`config.mk`:
```
export PLATFORM = sky130hd
export DESIGN_NAME = dsp_file_arbiter
export DESIGN_NICKNAME = d
export VERILOG_FILES = /design/src/rtl/dsp_file_arbiter.sv
export SDC_FILE = /design/constraint.sdc
export NUM_CORES = 1
export LEC_CHECK = 0
export BUFFER_PORTS_ARGS = -buffer_cell sky130_fd_sc_hd__clkbuf_2
export CAP_MARGIN = 20
export CELL_PAD_IN_SITES_DETAIL_PLACEMENT = 1
export CELL_PAD_IN_SITES_GLOBAL_PLACEMENT = 1
export CORE_AREA = 2 2 113 115
export DETAILED_ROUTE_END_ITERATION = 10
export DIE_AREA = 0 0 115 117
export GPL_ROUTABILITY_DRIVEN = 1
export PLACE_DENSITY = 0.87
export RECOVER_POWER = 100
export SLEW_MARGIN = 25
export SYNTH_ARGS = -nofsm -noshare
export SYNTH_HDL_FRONTEND = slang
export SYNTH_SLANG_ARGS = --single-unit
```
`constraint.sdc`:
```
create_clock -name wb_clk -period 4.6 [get_ports wb_clk]
set_clock_uncertainty 0.05 [all_clocks]
set_input_delay 0.23 -clock wb_clk [delete_from_list [all_inputs] [get_ports wb_clk]]
set_output_delay 0.23 -clock wb_clk [all_outputs]
set_load 0.05 [all_outputs]
```
`src/rtl/dsp_file_arbiter.sv`:
```
// Round-robin arbiter giving NUM_REQ equation engines turns on the single DSP file-access port.
// Optional build macro DSP_FILE_ARB_TIMEOUT_EN adds a GRANT-state watchdog that abandons a transfer never acknowledged by file_active.
module dsp_file_arbiter #(
    parameter int NUM_REQ = 4,
    parameter int TIMEOUT = 1024
) (
    input  logic                   wb_clk,
    input  logic                   wb_rst,
    input  logic [8*NUM_REQ-1:0]   req_file_num,
    input  logic [NUM_REQ-1:0]     req_file_read,
    input  logic [NUM_REQ-1:0]     req_file_write,
    input  logic [32*NUM_REQ-1:0]  req_file_write_data,
    output logic [NUM_REQ-1:0]     req_file_active,
    output logic [31:0]            req_file_read_data,
    output logic [7:0]             file_num,
    output logic                   file_read,
    output logic                   file_write,
    output logic [31:0]            file_write_data,
    input  logic [31:0]            file_read_data,
    input  logic                   file_active,
    output logic [NUM_REQ-1:0]     grant,
    output logic                   busy,
    output logic                   arb_error
);

    localparam int IDX_W = (NUM_REQ > 1) ? $clog2(NUM_REQ) : 1;

    typedef enum logic [1:0] {
        ST_IDLE  = 2'd0,
        ST_GRANT = 2'd1,
        ST_BUSY  = 2'd2
    } state_t;

    if (NUM_REQ < 2 || NUM_REQ > 8 || TIMEOUT < 1 || TIMEOUT > 65535) begin : g_param_check
        $error("dsp_file_arbiter: NUM_REQ must be 2..8 and TIMEOUT 1..65535");
    end

    state_t               state_reg, state_next;
    logic [NUM_REQ-1:0]   grant_reg, grant_next;
    logic [IDX_W-1:0]     last_grant_reg, last_grant_next;
    logic [IDX_W-1:0]     gidx_reg, gidx_next;
    logic [7:0]           file_num_reg, file_num_next;
    logic                 file_read_reg, file_read_next;
    logic                 file_write_reg, file_write_next;
    logic [31:0]          file_write_data_reg, file_write_data_next;
    logic                 arb_error_reg, arb_error_next;
`ifdef DSP_FILE_ARB_TIMEOUT_EN
    logic [15:0]          timeout_cnt_reg, timeout_cnt_next;
`endif

    logic [NUM_REQ-1:0]   req_vec;
    logic [7:0]           num_arr  [NUM_REQ];
    logic [31:0]          data_arr [NUM_REQ];

    genvar gi;
    generate
        for (gi = 0; gi < NUM_REQ; gi++) begin : g_req
            assign req_vec[gi]         = req_file_read[gi] | req_file_write[gi];
            assign num_arr[gi]         = req_file_num[8*gi +: 8];
            assign data_arr[gi]        = req_file_write_data[32*gi +: 32];
            assign req_file_active[gi] = file_active & grant_reg[gi];
        end
    endgenerate

    // Rotating priority: the search starts just after the last winner so nobody waits more than NUM_REQ grants.
    logic                 sel_found;
    logic [IDX_W-1:0]     sel_idx;
    logic [NUM_REQ-1:0]   sel_onehot;
    int                   cand;

    always_comb begin
        sel_found  = 1'b0;
        sel_idx    = '0;
        sel_onehot = '0;
        cand       = 0;
        for (int k = 1; k <= NUM_REQ; k++) begin
            cand = (int'(last_grant_reg) + k) % NUM_REQ;
            if (!sel_found && req_vec[IDX_W'(cand)]) begin
                sel_found = 1'b1;
                sel_idx   = IDX_W'(cand);
            end
        end
        sel_onehot[sel_idx] = 1'b1;
    end

    logic g_rd, g_wr;
    assign g_rd = req_file_read[gidx_reg];
    assign g_wr = req_file_write[gidx_reg];

    always_comb begin
        state_next           = state_reg;
        grant_next           = grant_reg;
        last_grant_next      = last_grant_reg;
        gidx_next            = gidx_reg;
        file_num_next        = file_num_reg;
        file_read_next       = 1'b0;
        file_write_next      = 1'b0;
        file_write_data_next = file_write_data_reg;
        arb_error_next       = arb_error_reg;
`ifdef DSP_FILE_ARB_TIMEOUT_EN
        timeout_cnt_next     = timeout_cnt_reg;
`endif
        case (state_reg)
            ST_IDLE: begin
                if (sel_found) begin
                    state_next      = ST_GRANT;
                    grant_next      = sel_onehot;
                    last_grant_next = sel_idx;
                    gidx_next       = sel_idx;
`ifdef DSP_FILE_ARB_TIMEOUT_EN
                    timeout_cnt_next = 16'd0;
`endif
                end
            end
            ST_GRANT: begin
                file_num_next        = num_arr[gidx_reg];
                file_write_data_next = data_arr[gidx_reg];
                if (file_active) begin
                    state_next = ST_BUSY;
                end
`ifdef DSP_FILE_ARB_TIMEOUT_EN
                else if (timeout_cnt_reg == 16'(TIMEOUT)) begin
                    arb_error_next = 1'b1;
                    grant_next     = '0;
                    state_next     = ST_IDLE;
                end
`endif
                else if (!(g_rd || g_wr)) begin
                    grant_next = '0;
                    state_next = ST_IDLE;
                end else begin
                    // Read+write together is a requester bug; the write wins so data is never silently dropped.
                    file_read_next  = g_rd & ~g_wr;
                    file_write_next = g_wr;
                    if (g_rd && g_wr) begin
                        arb_error_next = 1'b1;
                    end
`ifdef DSP_FILE_ARB_TIMEOUT_EN
                    timeout_cnt_next = timeout_cnt_reg + 16'd1;
`endif
                end
            end
            ST_BUSY: begin
                if (!file_active) begin
                    grant_next = '0;
                    state_next = ST_IDLE;
                end
            end
            default: begin
                grant_next = '0;
                state_next = ST_IDLE;
            end
        endcase
    end

    always_ff @(posedge wb_clk or posedge wb_rst) begin
        if (wb_rst) begin
            state_reg           <= ST_IDLE;
            grant_reg           <= '0;
            last_grant_reg      <= IDX_W'(NUM_REQ - 1);
            gidx_reg            <= '0;
            file_num_reg        <= '0;
            file_read_reg       <= 1'b0;
            file_write_reg      <= 1'b0;
            file_write_data_reg <= '0;
            arb_error_reg       <= 1'b0;
`ifdef DSP_FILE_ARB_TIMEOUT_EN
            timeout_cnt_reg     <= 16'd0;
`endif
        end else begin
            state_reg           <= state_next;
            grant_reg           <= grant_next;
            last_grant_reg      <= last_grant_next;
            gidx_reg            <= gidx_next;
            file_num_reg        <= file_num_next;
            file_read_reg       <= file_read_next;
            file_write_reg      <= file_write_next;
            file_write_data_reg <= file_write_data_next;
            arb_error_reg       <= arb_error_next;
`ifdef DSP_FILE_ARB_TIMEOUT_EN
            timeout_cnt_reg     <= timeout_cnt_next;
`endif
        end
    end

    assign grant              = grant_reg;
    assign busy               = (state_reg != ST_IDLE);
    assign arb_error          = arb_error_reg;
    assign file_num           = file_num_reg;
    assign file_read          = file_read_reg;
    assign file_write         = file_write_reg;
    assign file_write_data    = file_write_data_reg;
    assign req_file_read_data = file_read_data;

endmodule

```
==> flow_summary_export.csv <==
group,metric,value,unit
grt,antenna_found_initial,0,
floorplan,row_count,41,
clock_network,cts-buffers-inserted,5,
synth,synth_warnings,0,
final_layout,diodes,0,
grt,grt_pass1_vias,3056,
worst_setup_path,crit_arrival,3.31,ns
routing,drc_errors,0,
worst_setup_path,crit_required,4.74,ns
floorplan,io_pins,287,
synth,avgSynthCellArea,14.57,um2
synth,yosysMostFrequentCell,"dfrtp_1",
floorplan,fp.dieH,117,um
synth,syn_nets,435,
job,maxCapViolCount,1,
outcome,violations,"max-capacitance violations, max-slew violations",
worst_setup_path,end_kind,"register",
sta,relSlewSlack,-0.3011,
clock_network,postCtsSetupRepairBufs,0,
grt,grt_pass1_wl,15900,um
placed_design,portBuffers,222,
clock_network,cts_root_buf,"clkbuf_16",
sta,rsz0062_at_grt,"no",
synth,synth_commonest_cells,"dfrtp_1 (51), mux4_2 (42), mux2_2 (40)",
clock_network,cts_sinks,53,
sta,final-hold-violation-count,0,
sta,fin_setup_tns,0,ns
clock_network,ctsHoldBuffers,0,
routing,drt-wirelength-per-cell,19.51,um
synth,syn_inst,232,
synth,synth_top_cell_by_area,"dfrtp_1",
routing,dr.pass1.iters,4,
power,power_leakage,0.002025,uW
grt,grt_max_degree,54,
synth,synth_cell_type_count,34,
final_layout,area_growth,32.03,%
outcome,status,"complete, but fails checks",
clock_network,clock_latency,0.30,ns
floorplan,die-width,115,um
synth,async_flop_share,1.000,
routing,ant_nets,0,
synth,synth_area_leaders,"dfrtp_1 (38%), mux4_2 (28%), mux2_2 (13%), buf_4 (7.1%), dfstp_2 (1.6%)",
placed_design,gp_congestion,0.7710,
clock_network,clkSlewWorstSetupHoldPaths,0.07,ns
grt,grt_util_all_layers,0.1568,
worst_hold_path,hold_path.class,"primary input to asynchronous set/reset pin",
clock_network,cts_resized,0,
floorplan,start_util,0.2745,
synth,yosys.area.top_type_share,0.3776,
power,worst_ir_drop_vdd,0.0002561,V
sta,finalCritPeriodShare,0.6890,
clock_network,htree_levels,2,
synth,ys_seq_area_frac,0.3932,
floorplan,dieArea,13460,um2
final_layout,layout-drive-gt1-share,0.6388,
clock_network,cts_tree,"built",
grt,overflow,0,
routing,routed_wl,11080,um
sta,clock.fmax,315.5,MHz
routing,vias,2843,
sta,maxSlewViolCount,22,
sta,period_minus_slack,3.170,ns
final_layout,finalNonFillerCells,568,
clock_network,clockBufferDepth,2,
floorplan,core_area,12310,um2
worst_setup_path,worstPathMaxFanout,24,
sta,setup_violations,0,
final_layout,final_nets,620,
synth,synthFlopType,"dfrtp_1",
placed_design,dpl.hpwl,8975,um
worst_setup_path,cp-start-kind,"register",
final_layout,fin_area,4462,um2
worst_setup_path,path_class,"register to register",
synth,ys_seq_elements,53,
placed_design,post_dp_cell_area,4397,um2
final_layout,largest_reg_flops,32,
routing,vias_per_cell,5.005,
sta,worst_pin_slew,1.948,ns
synth,synth_edf_count,0,
final_layout,n_fill_cell,1425,
routing,drt-initial-drc-count,93,
power,power_per_cell_area,766.0,nW/um2
placed_design,dpl.cell_count,560,
synth,synth_area,3379,um2
[stage by stage]
stage / hold WS, ns / utilization / setup slack [ns] / total power, uW
after detailed placement: 0.4103 / 0.3571 / 2.063 / 3140
after floorplan: 0.3021 / - / 2.797 / 2678
after global placement: 0.3966 / 0.3571 / 2.142 / 3045
after CTS: 0.08242 / 0.3693 / 2.056 / 3543
final: 0.05269 / 0.3624 / 1.430 / 3418
after global routing: 0.1302 / 0.3624 / 1.073 / 3633
[cell usage in the layout, fill, tap and decap left out, types with 2 or more instances in the layout]
cell type and n:
o311ai_0 2, a21oi_1 4, clkbuf_1 53, o2bb2ai_1 2
o21bai_1 2, clkbuf_2 171, mux2_2 40, a21o_1 2
mux4_2 42, nor4_2 2, nor2b_1 3, and2_1 4
clkbuf_16 5, or4_1 2, nand3b_1 2, inv_1 4
buf_4 2, dfrtp_1 50, nor2_1 7
[worst max-delay path, cell delays in order, from the launching register on]
cell and delay (ns):
dfrtp_1 1.33, clkbuf_2 0.78, mux4_2 0.60, mux2_2 0.28
[layer usage]
layer	vias up	part of all wire	global-route usage
met5	-	0	0
met4	0	0.027	0.06104
met3	31	0.083	0.04480
met2	163	0.52	0.2878
met1	1413	0.37	0.1713
li1	1236	-	-
[cell families after synthesis]
| kind of cell | count (synthesis) | share of synthesized area |
|---|---|---|
| compound gates | 19 | 0.04295 |
| buf+inv | 51 | 0.09737 |
| flops | 53 | 0.3932 |
| mux | 82 | 0.4132 |
| simple gates | 27 | 0.05331 |
[area by class of cell]
type / instances / area [um2] / share of cell area
tap: 150 / 187.7 / 0.04206
sequential: 53 / 1333 / 0.2987
multi-input combinational: 128 / 1710 / 0.3833
timing repair buffer: 225 / 1066 / 0.2389
inverter: 4 / 15.01 / 0.003365
clock buffer: 7 / 142.6 / 0.03197
clock inverter: 1 / 7.507 / 0.001683
[power by group]
group          internal (uW)  switching (uW)  total, uW
logic                    800            1250       2050
registers                710             271        981
clock network            217             174        391
total                   1730            1690       3420
[path summary, 6_finish.rpt]
| check | from | endpoint | slack (ns) | depth (start not counted) |
|---|---|---|---|---|
| worst max-delay path | gidx_reg[0] | file_write_data[14] | 1.43 | 3 |
| worst min-delay path | wb_rst | file_write_data[7] | 0.05 | 3 |
| worst max register to register | gidx_reg[0] | file_write_data[14] | 1.43 | 3 |
| worst min register to register | file_write_data[31] | file_write_data[31] | 0.46 | 1 |
| max in group asynchronous | wb_rst | gidx_reg[1] | 3.87 | 3 |
| min in group wb_clk | file_active | state_reg[1] | 0.19 | 2 |
(Power assumes the default switching activity.)
